[config.mk]
export PLATFORM = sky130hd
export DESIGN_NAME = negator_arbiter
export DESIGN_NICKNAME = d
export VERILOG_FILES = /design/src/rtl/neg_arb_pkg.sv /design/src/rtl/signed_negator_core.sv /design/src/rtl/negator_arbiter.sv
export SDC_FILE = /design/constraint.sdc
export NUM_CORES = 1
export LEC_CHECK = 0
export ABC_AREA = 1
export CAP_MARGIN = 5
export CORE_ASPECT_RATIO = 0.75
export CORE_MARGIN = 1.5
export CORE_UTILIZATION = 43
export CTS_CLUSTER_DIAMETER = 200
export DETAILED_ROUTE_END_ITERATION = 12
export GPL_TIMING_DRIVEN = 0
export PLACE_DENSITY = 0.8
export SLEW_MARGIN = 15
export SYNTH_ARGS = -nofsm -noshare
export SYNTH_HDL_FRONTEND = slang
export SYNTH_SLANG_ARGS = --single-unit
export TNS_END_PERCENT = 5
[constraint.sdc]
create_clock -name clk -period 2.9 [get_ports clk]
set_input_delay 0.29 -clock clk [delete_from_list [all_inputs] [get_ports clk]]
set_output_delay 0.29 -clock clk [all_outputs]
set_load 0.005 [all_outputs]
[src/rtl/neg_arb_pkg.sv]
// neg_arb_pkg: shared defaults and sizing helpers for the negator arbiter
package neg_arb_pkg;

    localparam int WIDTH_DEFAULT = 8;
    localparam int NREQ_DEFAULT  = 4;

    // Most-negative two's-complement value of the given width, in the low bits
    function automatic logic [63:0] min_signed(input int width);
        return 64'd1 << (width - 1);
    endfunction

    // Bits needed to name one of nreq requesters (never less than one)
    function automatic int id_width(input int nreq);
        return (nreq > 1) ? $clog2(nreq) : 1;
    endfunction

endpackage

[src/rtl/signed_negator_core.sv]
// signed_negator_core: combinational two's-complement negation with min-value flag
module signed_negator_core
    import neg_arb_pkg::*;
#(
    parameter int WIDTH = WIDTH_DEFAULT
) (
    input  logic [WIDTH-1:0] i_in0,
    output logic [WIDTH-1:0] o_out,
    output logic             o_ovf
);

    localparam logic [WIDTH-1:0] L_MIN = WIDTH'(min_signed(WIDTH));

    // The most-negative value negates to itself; flag it so callers can tell
    assign o_out = ~i_in0 + WIDTH'(1);
    assign o_ovf = (i_in0 == L_MIN);

endmodule

[src/rtl/negator_arbiter.sv]
// negator_arbiter: round-robin sharing of one negator with a single-entry result register
module negator_arbiter
    import neg_arb_pkg::*;
#(
    parameter  int NREQ  = NREQ_DEFAULT,
    parameter  int WIDTH = WIDTH_DEFAULT,
    localparam int IDW   = id_width(NREQ)
) (
    input  logic                  clk,
    input  logic                  rst_n,
    input  logic [NREQ-1:0]       req_valid,
    input  logic [NREQ*WIDTH-1:0] req_data,
    output logic [NREQ-1:0]       req_ready,
    output logic                  rsp_valid,
    output logic [WIDTH-1:0]      rsp_data,
    output logic [IDW-1:0]        rsp_id,
    output logic                  rsp_ovf,
    input  logic                  rsp_ready
);

    logic [IDW-1:0]   r_ptr;
    logic             r_valid;
    logic [WIDTH-1:0] r_data;
    logic [IDW-1:0]   r_id;
    logic             r_ovf;

    logic             w_found;
    logic             w_can;
    logic             w_grant;
    logic [IDW-1:0]   w_id;
    logic [IDW-1:0]   w_nptr;
    logic [WIDTH-1:0] w_opnd;
    logic [WIDTH-1:0] w_neg;
    logic             w_ovf;

    // First valid requester at or after ptr, wrapping; MSB of the result says one was found
    function automatic logic [IDW:0] rr_pick(input logic [NREQ-1:0] valid, input logic [IDW-1:0] ptr);
        logic [IDW:0] pick;
        int           idx;
        pick = '0;
        for (int k = NREQ - 1; k >= 0; k--) begin
            idx = int'(ptr) + k;
            if (idx >= NREQ) idx -= NREQ;
            if (valid[idx]) pick = {1'b1, IDW'(idx)};
        end
        return pick;
    endfunction

    assign {w_found, w_id} = rr_pick(req_valid, r_ptr);
    assign w_can     = !r_valid || rsp_ready;
    assign w_grant   = rst_n && w_found && w_can;
    assign req_ready = w_grant ? NREQ'(1) << w_id : '0;
    assign w_opnd    = req_data[w_id*WIDTH +: WIDTH];
    assign w_nptr    = (w_id == IDW'(NREQ - 1)) ? '0 : w_id + 1'b1;

    signed_negator_core #(.WIDTH(WIDTH)) u_core (
        .i_in0 (w_opnd),
        .o_out (w_neg),
        .o_ovf (w_ovf)
    );

    // Load on a grant, empty on a drain with no grant, otherwise hold
    always_ff @(posedge clk or negedge rst_n) begin
        if (!rst_n) begin
            r_ptr   <= '0;
            r_valid <= 1'b0;
            r_data  <= '0;
            r_id    <= '0;
            r_ovf   <= 1'b0;
        end else if (w_grant) begin
            r_ptr   <= w_nptr;
            r_valid <= 1'b1;
            r_data  <= w_neg;
            r_id    <= w_id;
            r_ovf   <= w_ovf;
        end else if (rsp_ready) begin
            r_valid <= 1'b0;
        end
    end

    assign rsp_valid = r_valid;
    assign rsp_data  = r_data;
    assign rsp_id    = r_id;
    assign rsp_ovf   = r_ovf;

endmodule

* After elaboration in Yosys (flattened, before gate mapping)
Cells that the tools add are included.
** Operators by class
- Add/subtract/negate cells :: 9
- Order comparisons :: 8
- Equality and inequality tests :: 2
- Shift-type cells :: 2
- Multiplexer cells :: 24
- Bitwise operators :: 1
- Reduce and logical (&&, ||, !) cells :: 5
** Operators with widths (count)
- $lt A32 B4 Y1 const B :: 4
- $mux W32 :: 4
- $shiftx A32 B6 Y8 :: 1
- $mux W3 :: 4
- $sub A3 B3 Y4 const B :: 3
- $mux W1 :: 10
- $ge A3 B3 Y1 const B :: 3
- $add A8 B1 Y8 const B :: 1
- $bmux W1 S2 :: 4
- $eq A8 B8 Y1 const B :: 1
- $not A8 Y8 :: 1
- $add A2 B2 Y3 const B :: 2
- $mux W4 :: 1
- $shl A1 B2 Y4 const A :: 1
- $sub A2 B3 Y4 const B :: 1
- $add A2 B1 Y3 const B :: 1
- $ge A2 B3 Y1 const B :: 1
- $add A2 B1 Y2 const B :: 1
- $eq A2 B2 Y1 const B :: 1
- $logic_and A1 B1 Y1 :: 2
- $mux W2 :: 1
- $reduce_bool A2 Y1 :: 1
- $logic_not A1 Y1 :: 1
- $logic_or A1 B1 Y1 :: 1
** Storage, ports and cells
- Register bits after elaboration :: 14
- Bits of input ports :: 39

* Logic depth before layout (Yosys ltp)
- Word-level depth :: 13
- Mapped depth :: 20
- Gate-level depth less buffers :: 18

* Cells and area by module
From an unflattened synthesis, not the netlist that was laid out.
** Second synthesis, totals
- Cell total of the unflattened synthesis :: 234
- Area, all modules :: 1406.3 um2
** Modules (own cells, without submodules)
- negator_arbiter :: times used 1, cells each 202, area each 1231.2 um2, sequential area each 350.3 um2
- signed_negator_core :: times used 1, cells each 32, area each 175.2 um2, sequential area each 0.0 um2

* Worst setup path before layout
No wires, ideal clock.
- Kind :: reg2reg
- From :: reg r_ptr[0]
- To :: reg r_data[6], in the netlist rsp_data[6]
- Library setup time :: 0.117 ns
- Data arrival time :: 1.980 ns
- Data required time :: 2.783 ns
- Setup slack :: 0.803 ns
- Cell stages (with the launch flop) :: 16
- Path buffers :: 2
- Period minus slack after synthesis :: 2.097 ns
- Cell sequence :: dfrtp_1 -> buf_6 -> o21ai_1 -> nand2_2 -> nand3_2 -> nand3_2 -> buf_6 -> nand3_1 -> nand3_1 -> nand2_2 -> ha_1 -> nand2_1 -> nor2_2 -> nand3_2 -> nand3_1 -> nand2_1
** Between the ends
- Cells in the longest elaborated chain, start to end :: 13
- Elaborated cells on any way between the ends :: 36
- Those cells by class :: add/sub: 8; order compare: 4; shift: 1; mux: 20; bitwise: 1; reduce/logical: 2
** RTL lines
- from (decl) :: line negator_arbiter.sv:21 : logic [IDW-1:0] r_ptr;
- from (signal assigned) :: line negator_arbiter.sv:71 : r_ptr <= w_nptr;
- $add A2 B2 Y3 :: line negator_arbiter.sv:42 : idx = int'(ptr) + k;
- $sub A3 B3 Y4 or $ge A3 B3 Y1 (tied branches) :: line negator_arbiter.sv:43 : if (idx >= NREQ) idx -= NREQ;
- $mux W32 :: line negator_arbiter.sv:43
- $bmux W1 S2 :: line negator_arbiter.sv:44 : if (valid[idx]) pick = {1'b1, IDW'(idx)};
- $mux W1 (implied by the code) (2 in series) :: line negator_arbiter.sv:44
- $mux W3 (3 in series) :: line negator_arbiter.sv:44
- $mux W3 * :: line negator_arbiter.sv:44
- $shiftx A32 B6 Y8 :: line negator_arbiter.sv:53 : assign w_opnd = req_data[w_id*WIDTH +: WIDTH];
- $not A8 Y8 :: line signed_negator_core.sv:15 : assign o_out = ~i_in0 + WIDTH'(1);
- $add A8 B1 Y8 :: line signed_negator_core.sv:15
- to (signal assigned) :: line negator_arbiter.sv:73 : r_data <= w_neg;
- to (decl) :: line negator_arbiter.sv:23 : logic [WIDTH-1:0] r_data;
Mark *: on every way between the ends. The rest lies on a longest branch, timed or not. The select of a mux whose other input is x is not followed.
A chain may end at the register's enable or synchronous reset.

* Worst setup path in the final report
- From :: reg r_ptr[0]
- To :: out req_ready[2]
** Between the ends
- Elaborated cells on any way between the ends :: 35
- Those cells by class :: add/sub: 7; order compare: 4; shift: 1; mux: 21; reduce/logical: 2
** RTL lines
- $add A2 B2 Y3 :: line negator_arbiter.sv:42
- $sub A3 B3 Y4 or $ge A3 B3 Y1 (tied branches) :: line negator_arbiter.sv:43
- $mux W32 :: line negator_arbiter.sv:43
- $bmux W1 S2 :: line negator_arbiter.sv:44
- $mux W1 (implied by the code) (2 in series) :: line negator_arbiter.sv:44
- $mux W3 (3 in series) :: line negator_arbiter.sv:44
- $mux W3 * :: line negator_arbiter.sv:44
- via w_id[0] :: line negator_arbiter.sv:30 : logic [IDW-1:0] w_id;
- $shl A1 B2 Y4 * :: line negator_arbiter.sv:52 : assign req_ready = w_grant ? NREQ'(1) << w_id : '0;
- $mux W4 * :: line negator_arbiter.sv:52
- to (decl) :: line negator_arbiter.sv:13 : output logic [NREQ-1:0] req_ready,
Mark *: on every way through the listed nets, which the timed path passes. The rest lies on a longest branch. The select of a mux whose other input is x is not followed.

==> flow_summary.toml <==
[run_status]
status = "finished clean"

[placed_design]
dp_hpwl_um = 2630
gp_congestion = 0.764
port_buffers = 54
pre_cts_ws_ns = -0.00499

[sta]
fin_skew_ns = 0.00322
finalHoldViolations = 0
worst_slew_pin_slew_ns = 0.720
finalCritPeriodShare_pct = 96.2
max_slew_margin_pct = 51.9
fin_crit_ns = 2.79
drv_slew = 0
fmax_mhz = 358
setup-tns-final_ns = 0
setup_viol = 0
fin_ws_ns = 0.110
rsz0062_at_grt = "yes"

[critical_path]
critPathMostFrequentCell = "nand2_1"
path_max_fanout = 11
critPathCaptureType = "primary output"
slowest_delay_ns = 0.50
arrival_ns = 2.50
worstSetupPathType = "register to primary output"
cp_cell_sequence = "buf_6, inv_4, nand2_1, nand3_1, nand2_1, nand3_2, nand2_2, nand2_4, nand2_8, buf_8, inv_2, ha_1, inv_1, nor2_1, clkdlybuf4s50_1"
crit_family = "buffers and inverters"
timing.critical_path.from_type = "register"
crit_buf_inv = 6
cp_data_required_time_ns = 2.61
slowest_stage = "clkdlybuf4s50_1"

[power]
p_leak_nw = 0.969
power_density_nw_per_um2 = 1320
irDropWorstVdd_mv = 0.601

[global_route]
antenna_found_initial = 0
grt_max_degree = 16
grt_pass1_wl_um = 5670
grt_pass1_vias = 1319
grtUsageTotal_pct = 21.7
grt_overflow = 0

[synthesis]
yosysMostFrequentCell = "nand2_1"
synthArstFlopShare_pct = 100
synth.top_cells.by_count = "nand2_1 (61), nand3_1 (39), dfrtp_1 (14)"
synth-simple-area-share_pct = 50.9
syn_inst = 194
synthAdderAreaFrac_pct = 4.78
synth_cell_types = 26
synth-compound-area-share_pct = 7.65
synth_seq_cells = 14
yosysSeqAreaShare_pct = 26.8
synth_top_family_by_area = "simple AND/OR/NAND/NOR gates"
yosys_most_used_dff = "dfrtp_1"
ys_warn_count = 0
syn_area_um2 = 1310
synth-edff-count = 0
synthTopCellsByArea = "dfrtp_1 (27%), nand2_1 (17%), nand3_1 (15%)"
synth_top_area_share_pct = 26.8
yosys.area.top_type = "dfrtp_1"
muxShareOfSynthArea_pct = 0
syn_nets = 238
synth.avg_cell_area_um2 = 6.75
synth-xor-area-share_pct = 0

[hold_path]
hold_class = "input port to asynchronous set/reset pin"

[floorplanning]
initial_utilization_pct = 44.9
die_y_um = 50.8
core-area_um2 = 2910
rows = 17
io_pins = 55
die_area_um2 = 3390
die_x_um = 66.7

[detailed_routing]
routed_wl_um = 3380
first_pass_iters = 4
vias = 1444
viasPerCell = 4.98
drc = 0
ant_nets = 0
avgRoutedWirePerCell_um = 11.6
drt-initial-drc-count = 53

[final_layout]
fin_util_pct = 68.6
final_layout_size_suffix_gt1_share_pct = 18.3
regArea_um2 = 350
fillCellCount = 266
nNetsFinal = 297
area.growth.synth_to_final_pct = 52.8
multi_input_area_um2 = 861
diodes = 0

[job]
maxCapViolations = 0

[clocking]
clock_latency_ns = 0.25
clkSinkCount = 14
cts-root-buf = "clkbuf_8"
cts_made_buffers = 3
clkSlewWorstSetupHoldPaths_ns = 0.06
tritoncts = "done"
ctsHtreeMaxLevel = 1
cts_max_path_buffers = 2
cts_hold_buffers = 0
power by group:
part / switching, mW / total, mW / internal (mW)
logic: 1.26 / 2.10 / 0.839
clock network: 0.0696 / 0.190 / 0.120
registers: 0.0567 / 0.347 / 0.290
flip-flops by register name, indices dropped and copies added (netlist names):
register	flops
rsp_id	2
rsp_ovf	1
r_ptr	2
rsp_valid	1
rsp_data	8
metrics by stage:
| step | area (um2) | instances | total power [mW] | hold WS (ns) |
|---|---|---|---|---|
| 2_1_floorplan | 1310 | 194 | 1.79 | -0.00559 |
| 3_3_place_gp | 1900 | 286 | 2.31 | 0.464 |
| 3_5_place_dp | 1900 | 286 | 2.35 | 0.472 |
| 4_1_cts | 1950 | 290 | 2.56 | 0.465 |
| 5_1_grt | 2000 | 290 | 2.92 | 0.129 |
| 6_report | 2000 | 290 | 2.64 | 0.0831 |
cell type report:
class                      instances  area share (%)
multi-input combinational        154            43.1
clock buffer                       4            2.75
buffer                             6            2.75
timing repair buffer              54            27.3
inverter                          20            4.26
sequential                        14            17.5
tap                               38            2.38
cell families (layout without fill, tap and decap cells):
| family | Yosys count | after routing |
|---|---|---|
| AOI/OAI and AO/OA | 16 | 16 |
| buffers and inverters | 26 | 84 |
| adders and majority gates | 5 | 5 |
| DFF | 14 | 14 |
| and+or+nand+nor | 133 | 133 |
what timing repair did:
| item | 4_1_cts | 5_1_grt |
|---|---|---|
| endpoints found under the setup margin | 3 | 4 |
| resized for setup | 2 | 11 |
| buffers inserted | 0 | 0 |
| pin swaps | 1 | 0 |
path summary, 6_finish.rpt:
kind | from | end | slack, ns | cells after the start
setup / recovery | r_ptr[0] | req_ready[2] | 0.11 | 15
hold / removal | rst_n | r_ptr[0] | 0.08 | 1
setup reg to reg | r_ptr[0] | rsp_data[6] | 0.47 | 18
hold reg to reg | rsp_data[1] | rsp_data[1] | 0.49 | 2
max in group asynchronous | rst_n | rsp_data[1] | 2.36 | 1
min in group clk | rsp_data[1] | rsp_data[1] | 0.49 | 2
layout by cell type, fill, tap and decap left out, types with 2 or more instances in the layout:
cell,count
buf_6,2
clkbuf_8,4
clkdlybuf4s50_1,52
dfrtp_1,14
dlymetal6s2s_1,2
ha_1,5
inv_1,12
inv_2,6
nand2_1,61
nand2_2,10
nand2_4,2
nand3_1,39
nand3_2,7
nand3b_1,2
nor2_1,7
nor2_2,2
o21ai_0,6
o21ai_2,3
o21bai_1,2
routing by layer:
metal	share of wire (%)	track usage, %
met1	46	29.7
met2	48	34.8
met4	0.24	4.42
met3	5.4	5.16
met5	0	0
Note: power is estimated with default switching activity, not from simulation.
